## src/rtl/merge_fifo_if.sv

```systemverilog
// rtl/merge_fifo_if.sv - record enqueue/dequeue and status bundle for one merge-leg buffer
interface merge_fifo_if #(
    parameter int DATA_WIDTH = 32,
    parameter int ADDR_WIDTH = 4
);
    logic                  i_write;
    logic [DATA_WIDTH-1:0] i_data;
    logic                  o_full;
    logic                  o_almost_full;
    logic                  i_read;
    logic [DATA_WIDTH-1:0] o_data;
    logic                  o_empty;
    logic                  o_min_zero;
    logic [ADDR_WIDTH:0]   o_count;
    logic [ADDR_WIDTH:0]   o_runs;
    logic                  o_run_ready;
    logic                  o_overflow;
    logic                  o_underflow;

    modport master (
        output i_write, i_data, i_read,
        input  o_full, o_almost_full, o_data, o_empty, o_min_zero,
               o_count, o_runs, o_run_ready, o_overflow, o_underflow
    );

    modport slave (
        input  i_write, i_data, i_read,
        output o_full, o_almost_full, o_data, o_empty, o_min_zero,
               o_count, o_runs, o_run_ready, o_overflow, o_underflow
    );
endinterface

```

## src/rtl/merge_fifo.sv

```systemverilog
// rtl/merge_fifo.sv - FWFT input buffer for one merge-tree leg with run-terminator tracking
module merge_fifo #(
    parameter int DATA_WIDTH = 32,
    parameter int ADDR_WIDTH = 4,
    parameter int AF_MARGIN  = 2
) (
    input  logic          i_clk,
    input  logic          i_rst,
    merge_fifo_if.slave   bus
);
    localparam int                  DEPTH   = 1 << ADDR_WIDTH;
    localparam logic [ADDR_WIDTH:0] DEPTH_C = (ADDR_WIDTH+1)'(DEPTH);
    localparam logic [ADDR_WIDTH:0] AF_C    = (ADDR_WIDTH+1)'(AF_MARGIN);

    logic [DATA_WIDTH-1:0] mem [DEPTH];

    logic [ADDR_WIDTH:0] wr_ptr_q, wr_ptr_d;
    logic [ADDR_WIDTH:0] rd_ptr_q, rd_ptr_d;
    logic [ADDR_WIDTH:0] count_q, count_d;
    logic [ADDR_WIDTH:0] runs_q, runs_d;
    logic                ovf_q, ovf_d;
    logic                unf_q, unf_d;

    logic empty, full, wr, rd, wr_zero, rd_zero;
    logic [DATA_WIDTH-1:0] head;

    assign empty   = (count_q == '0);
    assign full    = (count_q == DEPTH_C);
    assign head    = mem[rd_ptr_q[ADDR_WIDTH-1:0]];
    assign wr      = bus.i_write & ~full;
    assign rd      = bus.i_read & ~empty;
    assign wr_zero = wr & (bus.i_data == '0);
    assign rd_zero = rd & (head == '0);

    always_comb begin
        wr_ptr_d = wr_ptr_q;
        rd_ptr_d = rd_ptr_q;
        count_d  = count_q;
        runs_d   = runs_q;
        ovf_d    = ovf_q;
        unf_d    = unf_q;
        if (wr) wr_ptr_d = wr_ptr_q + 1'b1;
        if (rd) rd_ptr_d = rd_ptr_q + 1'b1;
        if (wr && !rd) count_d = count_q + 1'b1;
        if (rd && !wr) count_d = count_q - 1'b1;
        if (wr_zero && !rd_zero) runs_d = runs_q + 1'b1;
        if (rd_zero && !wr_zero) runs_d = runs_q - 1'b1;
        if (bus.i_write && full) ovf_d = 1'b1;
        // A read colliding with a write into an empty buffer loses nothing: the record appears next cycle.
        if (bus.i_read && empty && !bus.i_write) unf_d = 1'b1;
    end

    always_ff @(posedge i_clk) begin
        if (i_rst) begin
            wr_ptr_q <= '0;
            rd_ptr_q <= '0;
            count_q  <= '0;
            runs_q   <= '0;
            ovf_q    <= 1'b0;
            unf_q    <= 1'b0;
        end else begin
            wr_ptr_q <= wr_ptr_d;
            rd_ptr_q <= rd_ptr_d;
            count_q  <= count_d;
            runs_q   <= runs_d;
            ovf_q    <= ovf_d;
            unf_q    <= unf_d;
        end
    end

    // Storage is not reset; reset still blocks the write so nothing lands mid-reset.
    always_ff @(posedge i_clk) begin
        if (!i_rst && wr) mem[wr_ptr_q[ADDR_WIDTH-1:0]] <= bus.i_data;
    end

    assign bus.o_data        = head;
    assign bus.o_empty       = empty;
    assign bus.o_full        = full;
    assign bus.o_almost_full = ((DEPTH_C - count_q) <= AF_C);
    assign bus.o_min_zero    = ~empty & (head == '0);
    assign bus.o_count       = count_q;
    assign bus.o_runs        = runs_q;
    assign bus.o_run_ready   = (runs_q != '0);
    assign bus.o_overflow    = ovf_q;
    assign bus.o_underflow   = unf_q;
endmodule

```

## src/flat_wrapper.sv

```systemverilog
// flat-port wrapper written by rule: the top's interface ports become plain ports
module merge_fifo_flat 
#(
    parameter int DATA_WIDTH = 32,
    parameter int ADDR_WIDTH = 4,
    parameter int AF_MARGIN  = 2
)
  (i_clk, i_rst, bus_i_write, bus_i_data, bus_i_read, bus_o_full, bus_o_almost_full, bus_o_data, bus_o_empty, bus_o_min_zero, bus_o_count, bus_o_runs, bus_o_run_ready, bus_o_overflow, bus_o_underflow);
  merge_fifo_if #(.DATA_WIDTH(DATA_WIDTH), .ADDR_WIDTH(ADDR_WIDTH)) bus_i ();
  input  logic i_clk;
  input  logic i_rst;
  input wire logic [$bits(bus_i.i_write)-1:0] bus_i_write;
  input wire logic [$bits(bus_i.i_data)-1:0] bus_i_data;
  input wire logic [$bits(bus_i.i_read)-1:0] bus_i_read;
  output wire logic [$bits(bus_i.o_full)-1:0] bus_o_full;
  output wire logic [$bits(bus_i.o_almost_full)-1:0] bus_o_almost_full;
  output wire logic [$bits(bus_i.o_data)-1:0] bus_o_data;
  output wire logic [$bits(bus_i.o_empty)-1:0] bus_o_empty;
  output wire logic [$bits(bus_i.o_min_zero)-1:0] bus_o_min_zero;
  output wire logic [$bits(bus_i.o_count)-1:0] bus_o_count;
  output wire logic [$bits(bus_i.o_runs)-1:0] bus_o_runs;
  output wire logic [$bits(bus_i.o_run_ready)-1:0] bus_o_run_ready;
  output wire logic [$bits(bus_i.o_overflow)-1:0] bus_o_overflow;
  output wire logic [$bits(bus_i.o_underflow)-1:0] bus_o_underflow;
  assign bus_i.i_write = bus_i_write;
  assign bus_i.i_data = bus_i_data;
  assign bus_i.i_read = bus_i_read;
  assign bus_o_full = bus_i.o_full;
  assign bus_o_almost_full = bus_i.o_almost_full;
  assign bus_o_data = bus_i.o_data;
  assign bus_o_empty = bus_i.o_empty;
  assign bus_o_min_zero = bus_i.o_min_zero;
  assign bus_o_count = bus_i.o_count;
  assign bus_o_runs = bus_i.o_runs;
  assign bus_o_run_ready = bus_i.o_run_ready;
  assign bus_o_overflow = bus_i.o_overflow;
  assign bus_o_underflow = bus_i.o_underflow;
  merge_fifo #(.DATA_WIDTH(DATA_WIDTH), .ADDR_WIDTH(ADDR_WIDTH), .AF_MARGIN(AF_MARGIN)) u_core (.i_clk(i_clk), .i_rst(i_rst), .bus(bus_i));
endmodule
```

## config.mk

```make
export PLATFORM = sky130hd
export DESIGN_NAME = merge_fifo_flat
export DESIGN_NICKNAME = d
export VERILOG_FILES = /design/src/rtl/merge_fifo_if.sv /design/src/rtl/merge_fifo.sv /design/src/flat_wrapper.sv
export SDC_FILE = /design/constraint.sdc
export NUM_CORES = 1
export LEC_CHECK = 0
export ABC_AREA = 1
export CORE_MARGIN = 2
export CORE_UTILIZATION = 34
export DETAILED_ROUTE_END_ITERATION = 8
export DONT_BUFFER_PORTS = 1
export GPL_TIMING_DRIVEN = 1
export SKIP_LAST_GASP = 1
export SLEW_MARGIN = 15
export SYNTH_ARGS = -nofsm -noshare
export SYNTH_HDL_FRONTEND = slang
export SYNTH_SLANG_ARGS = --single-unit
```

## constraint.sdc

```tcl
create_clock -name i_clk -period 6.25 [get_ports i_clk]
set_clock_uncertainty 0.15 [all_clocks]
set_input_delay 1.25 -clock i_clk [delete_from_list [all_inputs] [get_ports i_clk]]
set_output_delay 1.25 -clock i_clk [all_outputs]
set_load 0.05 [all_outputs]
```

==> impl_metrics.py, run 1 <==
metrics = {
    "place": {
        "dp_cells": 2764,
        "place.gp.congestion": 0.7763,
        "hpwl_mm": 32.64,
        "port_buffers": 0,
    },
    "drt": {
        "dr.pass1.iters": 5,
        "wl_mm": 58.17,
        "via_count": 14367,
        "avgViaCountPerCell": 5.023,
        "wl_per_cell_um": 20.34,
        "drt_iter0_markers": 1537,
        "drc": 0,
        "ant_nets": 0,
    },
    "sta": {
        "drv_slew": 0,
        "setup_tns_ns": 0,
        "setup_viol": 0,
        "max_freq_mhz": 183.2,
        "period_share_pct": 87.35,
        "finalHoldViolCount": 0,
        "tightestPinTransition_ns": 1.158,
        "maxSlewHeadroom_pct": 22.62,
        "period_needed_ns": 5.459,
        "rsz0062_at_grt": "no",
    },
    "finish": {
        "final_nets": 2019,
        "syn_to_final_growth_pct": 11.71,
        "drive_above_1_share_pct": 6.783,
        "diodes": 0,
        "fin_cells": 2860,
    },
    "yosys": {
        "synthCells": 1977,
        "yosysUniqueCellTypes": 27,
        "synth.area.top_cells": "edfxtp_1, nand2_1, nand3_1",
        "synth_area_per_cell_um2": 11.28,
        "synth_edf_count": 512,
        "synth_top_cell_by_area": "edfxtp_1",
        "syn_area_mm2": 0.02231,
        "synth_nets": 2032,
        "synth-seq-cells": 536,
        "yosysMostFrequentCell": "edfxtp_1",
        "synth-async-reset-ratio_pct": 0,
        "synth_top_flop_cell": "edfxtp_1",
        "yosys_warnings": 0,
        "synth_top_area_share_pct": 68.92,
        "yosysSeqAreaShare_pct": 71.07,
        "synthTopCellsByCount": "edfxtp_1, nand2_1, nor2_1",
    },
    "floorplanning": {
        "boundaryPins": 85,
        "die_h_um": 260.2,
        "row_count": 93,
        "start_util_pct": 34.48,
        "die_x_um": 260.2,
        "fp.dieArea_mm2": 0.06768,
        "core_area_mm2": 0.06470,
    },
    "critical_path": {
        "critical_path_class": "flop to output port",
        "end_kind": "output port",
        "reg2reg_slack_ns": 1.32,
        "critPathArrivalTime_ns": 4.06,
        "worstSetupStartpointType": "flop",
        "reg2reg_depth": 21,
        "critPathRequiredTime_ns": 4.85,
        "cp_max_fo": 92,
    },
    "clocking": {
        "cts_tree": "done",
        "clock_latency_ns": 0.61,
        "numCtsBuffers": 53,
        "cts_setup_buffers": 0,
        "cts.root.buffer_cell": "clkbuf_16",
        "clock_path_buffers": 3,
        "cts.sink_count": 536,
        "htreeDepth": 2,
        "cts-resized-gates": 0,
        "clk_pin_slew_ns": 0.06,
        "cts_hold_buf": 0,
    },
    "global_routing": {
        "grt_pass1_vias": 13729,
        "overflow": 0,
        "grt_antenna_before_repair": 1,
        "grt_pass1_wl_mm": 87.46,
        "grt_max_degree": 106,
        "globalRouteTotalUtil_pct": 17.16,
    },
    "worst_hold_path": {
        "holdCritPathClass": "flop to flop",
        "whs_path_depth": 2,
    },
    "status": {
        "status": "complete, no violations",
    },
    "flow_run": {
        "cap_violations": 0,
    },
    "power": {
        "p_leak_nw": 9.060,
        "ir_drop_v": 0.0002261,
        "power_per_cell_area_mw_per_mm2": 388.5,
    },
}
==> layout make-up <==
class | instances | area (um^2)
flip-flops and latches | 536 | 15870
fillers | 6185 | 39780
clock buffers | 66 | 1396
inverters | 138 | 528.0
multi-input cells | 1197 | 5494
clock inverters | 30 | 219.0
repair buffers | 38 | 347.8
well taps | 855 | 1070
==> power breakdown <==
part / switching [mW] / internal, mW
combinational: 1.95 / 0.617
sequential: 0.101 / 4.00
clock: 1.34 / 1.67
==> cell usage in the layout (no fill, tap or decap), drive strengths merged <==
cell,count
a211oi,1
a21o,2
a21oi,16
a31oi,5
buf,38
bufinv,2
clkbuf,66
clkinv,25
clkinvlp,2
dfxtp,24
edfxtp,512
fa,2
ha,17
inv,139
nand2,448
nand3,235
nand4,2
nor2,283
nor3,8
nor4,7
o211ai,34
o21ai,130
or4,1
xnor2,3
xor2,3
==> flip-flops by register name (all words and copies together), names as in the netlist, named ones only <==
signal                  flops
u_core.bus.o_runs           5
u_core.bus.o_underflow      1
u_core.rd_ptr_q             4
u_core.bus.o_overflow       1
u_core.wr_ptr_q             4
u_core.mem                512
u_core.bus.o_count          5
==> path summary, 6_finish.rpt <==
path,from,to
setup / recovery,flop,bus_o_min_zero
hold / removal,u_core.rd_ptr_q[2],flop
setup reg to reg,flop,u_core.bus.o_runs[4]
hold reg to reg,u_core.rd_ptr_q[2],flop
==> logic make-up (layout without fill, tap and decap cells) <==
family          count (synthesis)  count (layout)  synth area share (%)
compound gates                188             188                 4.661
fa+ha+maj                      19              19                 1.133
buf+inv                       244             272                 4.863
simple gates                  984             984                 18.04
flops                         536             536                 71.07
xor+xnor                        6               6                0.2356
==> metal layers <==
metal  vias up  global-route usage (%)  share of wire, %
met4         2                   5.032               2.4
met2       504                   27.96                48
met5         -                       0             0.022
li1       6754                       -                 -
met1      7006                   22.84                42
met3       101                   4.006               8.3
==> worst max-delay path, cell delays in order, from the launching register on <==
cell     delay, ns
dfxtp_4       0.44
inv_6         0.58
buf_12        0.30
nor2_1        0.07
o21ai_0       0.07
nand3_1       0.10
nand3_1       0.12
nand2_1       0.36
nor2_1        0.20
nand2_1       0.09
nor2_1        0.36
nand2_1       0.20
nor3_2        0.24
buf_4         0.25
==> per-stage QoR <==
stage	power, mW	cell area (um^2)	util, %	setup WS (ns)	hold slack (ns)
floorplan	6.181	22310	-	1.970	0.2968
global placement	6.723	23300	36.02	1.261	0.2990
detailed placement	6.753	23300	36.02	1.323	0.3401
CTS	9.733	24920	38.52	0.7644	0.3531
global route	10.12	24920	38.52	0.5917	0.3787
finish	9.681	24920	38.52	0.7907	0.3523
(Power assumes the default switching activity.)
==> inputs of run 2 (changes only) <==
--- a/config.mk
+++ b/config.mk
@@ -5,8 +5,6 @@
 export SDC_FILE = /design/constraint.sdc
 export NUM_CORES = 1
 export LEC_CHECK = 0
-export ABC_AREA = 1
-export CORE_MARGIN = 2
 export CORE_UTILIZATION = 34
 export DETAILED_ROUTE_END_ITERATION = 8
 export DONT_BUFFER_PORTS = 1
==> constraint.sdc (replaced) <==
create_clock -name i_clk -period 5.65 [get_ports i_clk]
set_clock_uncertainty 0.15 [all_clocks]
set_input_delay 1.13 -clock i_clk [delete_from_list [all_inputs] [get_ports i_clk]]
set_output_delay 1.13 -clock i_clk [all_outputs]
set_load 0.05 [all_outputs]
==> run 2 against run 1 <==
Synthesized cell count shrank 49%. Sequential power up 11%. Register-to-register slack got worse by 0.73 ns. Core utilization up 1.2 points. Sequential share of layout area rose by 2.3 points. Count of clock-buffer cells in the layout is 3 higher. Cell count down 33%. Critical endpoint unchanged. Global-route usage decreased by 0.86 points. Non-clock buffer count grew 42. Die area is 7.6% lower.
==> impl_metrics.py, run 2 <==
metrics = {
    "finish": {
        "syn_to_final_growth_pct": 14.92,
        "mostFrequentLayoutCells": "edfxtp_1, mux4_2, buf_4, clkbuf_16, mux2i_1",
        "final_nets": 1152,
        "largest_reg_flops": 512,
        "drive_above_1_share_pct": 24.82,
        "layout_commonest_cell": "edfxtp_1",
        "final_util_pct": 39.68,
        "diodes": 0,
        "fin_cells": 1922,
    },
    "sta": {
        "tightestPinTransition_ns": 1.060,
        "setup_viol": 0,
        "period_share_pct": 96.99,
        "drv_slew": 0,
        "hold_ws_ns": 0.3950,
        "maxSlewHeadroom_pct": 29.04,
        "period_needed_ns": 5.480,
        "finalHoldViolCount": 0,
        "max_freq_mhz": 182.5,
        "setup_tns_ns": 0,
        "rsz0062_at_grt": "no",
    },
    "yosys": {
        "synth-seq-cells": 536,
        "synth_top_area_share_pct": 73.50,
        "syn_area_mm2": 0.02092,
        "synth_top_cell_by_area": "edfxtp_1",
        "yosys_warnings": 0,
        "synth_nets": 1063,
        "synth_area_per_cell_um2": 20.75,
        "synthTopCellsByCount": "edfxtp_1, mux4_2, nor2_1",
        "synth_top_flop_cell": "edfxtp_1",
        "yosysMostFrequentCell": "edfxtp_1",
        "synth.area.top_cells": "edfxtp_1, mux4_2, dfxtp_1",
        "yosysSeqAreaShare_pct": 75.80,
        "synthCells": 1008,
        "synth-async-reset-ratio_pct": 0,
        "synth_edf_count": 512,
        "yosysUniqueCellTypes": 48,
    },
    "critical_path": {
        "cpMaxStageDelayCell": "dfxtp_1",
        "critPathArrivalTime_ns": 4.20,
        "reg2reg_depth": 17,
        "slowest_delay_ns": 0.67,
        "crit_path_frequent_cell": "buf_4",
        "worstSetupStartpointType": "flop",
        "critPathRequiredTime_ns": 4.37,
        "critical_path_class": "flop to output port",
        "reg2reg_slack_ns": 0.59,
        "cp_cell_sequence": "nor2_2, buf_4, a22oi_1, nand2_1, or4_1, or4b_1, nor4_4, buf_4",
        "worst-path-buf-inv": 2,
        "cp_max_fo": 11,
        "end_kind": "output port",
        "timing.rr.end": "u_core.bus.o_runs[3]",
        "crit_family": "simple AND/OR/NAND/NOR gates",
    },
    "clocking": {
        "clock_latency_ns": 0.61,
        "numCtsBuffers": 54,
        "cts_tree": "done",
        "htreeDepth": 2,
        "cts.sink_count": 536,
        "clk_pin_slew_ns": 0.06,
        "cts_hold_buf": 0,
        "clock_path_buffers": 3,
        "cts.root.buffer_cell": "clkbuf_16",
    },
    "flow_run": {
        "cap_violations": 0,
    },
    "drt": {
        "via_count": 10275,
        "drt_iter0_markers": 1020,
        "wl_mm": 50.73,
        "wl_per_cell_um": 26.39,
        "avgViaCountPerCell": 5.346,
        "dr.pass1.iters": 5,
        "ant_nets": 0,
        "drc": 0,
    },
    "floorplanning": {
        "start_util_pct": 34.53,
        "core_area_mm2": 0.06058,
        "die_h_um": 250.0,
        "row_count": 90,
        "boundaryPins": 85,
        "die_x_um": 250.0,
        "fp.dieArea_mm2": 0.06252,
    },
    "global_routing": {
        "grt_antenna_before_repair": 1,
        "grt_pass1_vias": 10510,
        "grt_pass1_wl_mm": 73.36,
        "overflow": 0,
        "globalRouteTotalUtil_pct": 16.29,
        "grt_max_degree": 47,
    },
    "worst_hold_path": {
        "min_from": "u_core.rd_ptr_q[1]",
        "holdCritPathClass": "flop to flop",
        "whs_path_depth": 2,
    },
    "power": {
        "p_total_mw": 10.15,
        "switching_share_pct": 28.80,
        "seq_power_share_pct": 45.1,
        "clockPowerShare_pct": 32.7,
        "p_leak_nw": 7.533,
        "power.internal_mw": 7.228,
        "ir_drop_v": 0.0003283,
        "p_sw_mw": 2.924,
        "power_per_cell_area_mw_per_mm2": 422.4,
        "comb_power_share_pct": 22.3,
    },
    "place": {
        "place.gp.congestion": 0.7588,
        "port_buffers": 0,
        "hpwl_mm": 29.25,
        "dp_cells": 1816,
    },
    "status": {
        "status": "complete, no violations",
    },
}
==> run 2: cell types whose count changed in the layout (fill, tap and decap cells not counted), moves of 106 or more <==
cell	before	now
inv_1	134	11
mux4_2	0	106
nand2_1	448	28
nand3_1	235	2
nor2_1	267	36
o21ai_0	120	5
==> run 2: final cells by class <==
cell class	count	area [um^2]
clock buffers	69	1408
clock inverters	30	209.0
fillers	5390	36550
inverters	11	41.29
multi-input cells	414	4887
flip-flops and latches	536	15860
well taps	782	978.4
repair buffers	80	650.6
==> run 2: layer usage <==
metal  share of wire [%]  global-route usage (%)  vias to the layer above
li1                    -                       -                     4378
met1                  42                   21.90                     5498
met2                  49                   26.98                      339
met3                 6.5                   3.400                       60
met4                 2.0                   4.102                        0
met5                   0                       0                        -
==> run 2: cells by family (layout without fill, tap and decap cells) <==
kind of cell / count (synthesis) / in the layout / synth area share (%)
simple gates: 134 / 134 / 3.152
mux: 159 / 159 / 14.73
fa+ha+maj: 19 / 19 / 1.208
compound gates: 89 / 89 / 3.045
buf+inv: 58 / 190 / 1.519
xor+xnor: 13 / 13 / 0.5443
flops: 536 / 536 / 75.80
==> run 2: timing repair <==
| item | CTS | global route |
|---|---|---|
| endpoints found under the setup margin | 1 | 0 |
| resized for setup | 1 | 0 |
| setup buffers | 7 | 0 |
==> run 2: power groups by stage <==
stage               Sequential [mW]  Clock, mW  Combinational, mW
finish                         4.57       3.32               2.26
global route                   4.59       3.51               2.41
CTS                            4.58       3.37               2.31
detailed placement             4.69          0               2.23
global placement               4.68          0               2.22
floorplan                      4.61          0               1.73
==> run 2: worst max path at each step <==
stage	start	endpoint	slack, ns	depth (start not counted)
after floorplan	flop	bus_o_min_zero	0.47	10
after global placement	flop	u_core.bus.o_runs[3]	0.55	17
after detailed placement	flop	u_core.bus.o_runs[3]	0.55	17
after CTS	flop	bus_o_min_zero	0.07	8
after global routing	flop	bus_o_min_zero	0.05	8
final	flop	bus_o_min_zero	0.17	8
==> run 2: worst register-to-register path: cells and delay by family, from the launching register on <==
| family | cells | cell delay, ns |
|---|---|---|
| xor gates and xnor gates | 1 | 0.17 |
| buffers and inverters | 3 | 0.64 |
| and+or+nand+nor | 7 | 2.24 |
| AOI/OAI and AO/OA | 4 | 0.71 |
| adders and majority gates | 2 | 0.41 |
| DFF | 1 | 0.67 |
==> run 2: through the flow <==
step | area, um^2 | setup WS, ns
detailed placement | 22350 | 0.5477
floorplan | 20920 | 0.4721
global route | 24040 | 0.05057
global placement | 22350 | 0.5466
CTS | 24040 | 0.06548
finish | 24040 | 0.1701
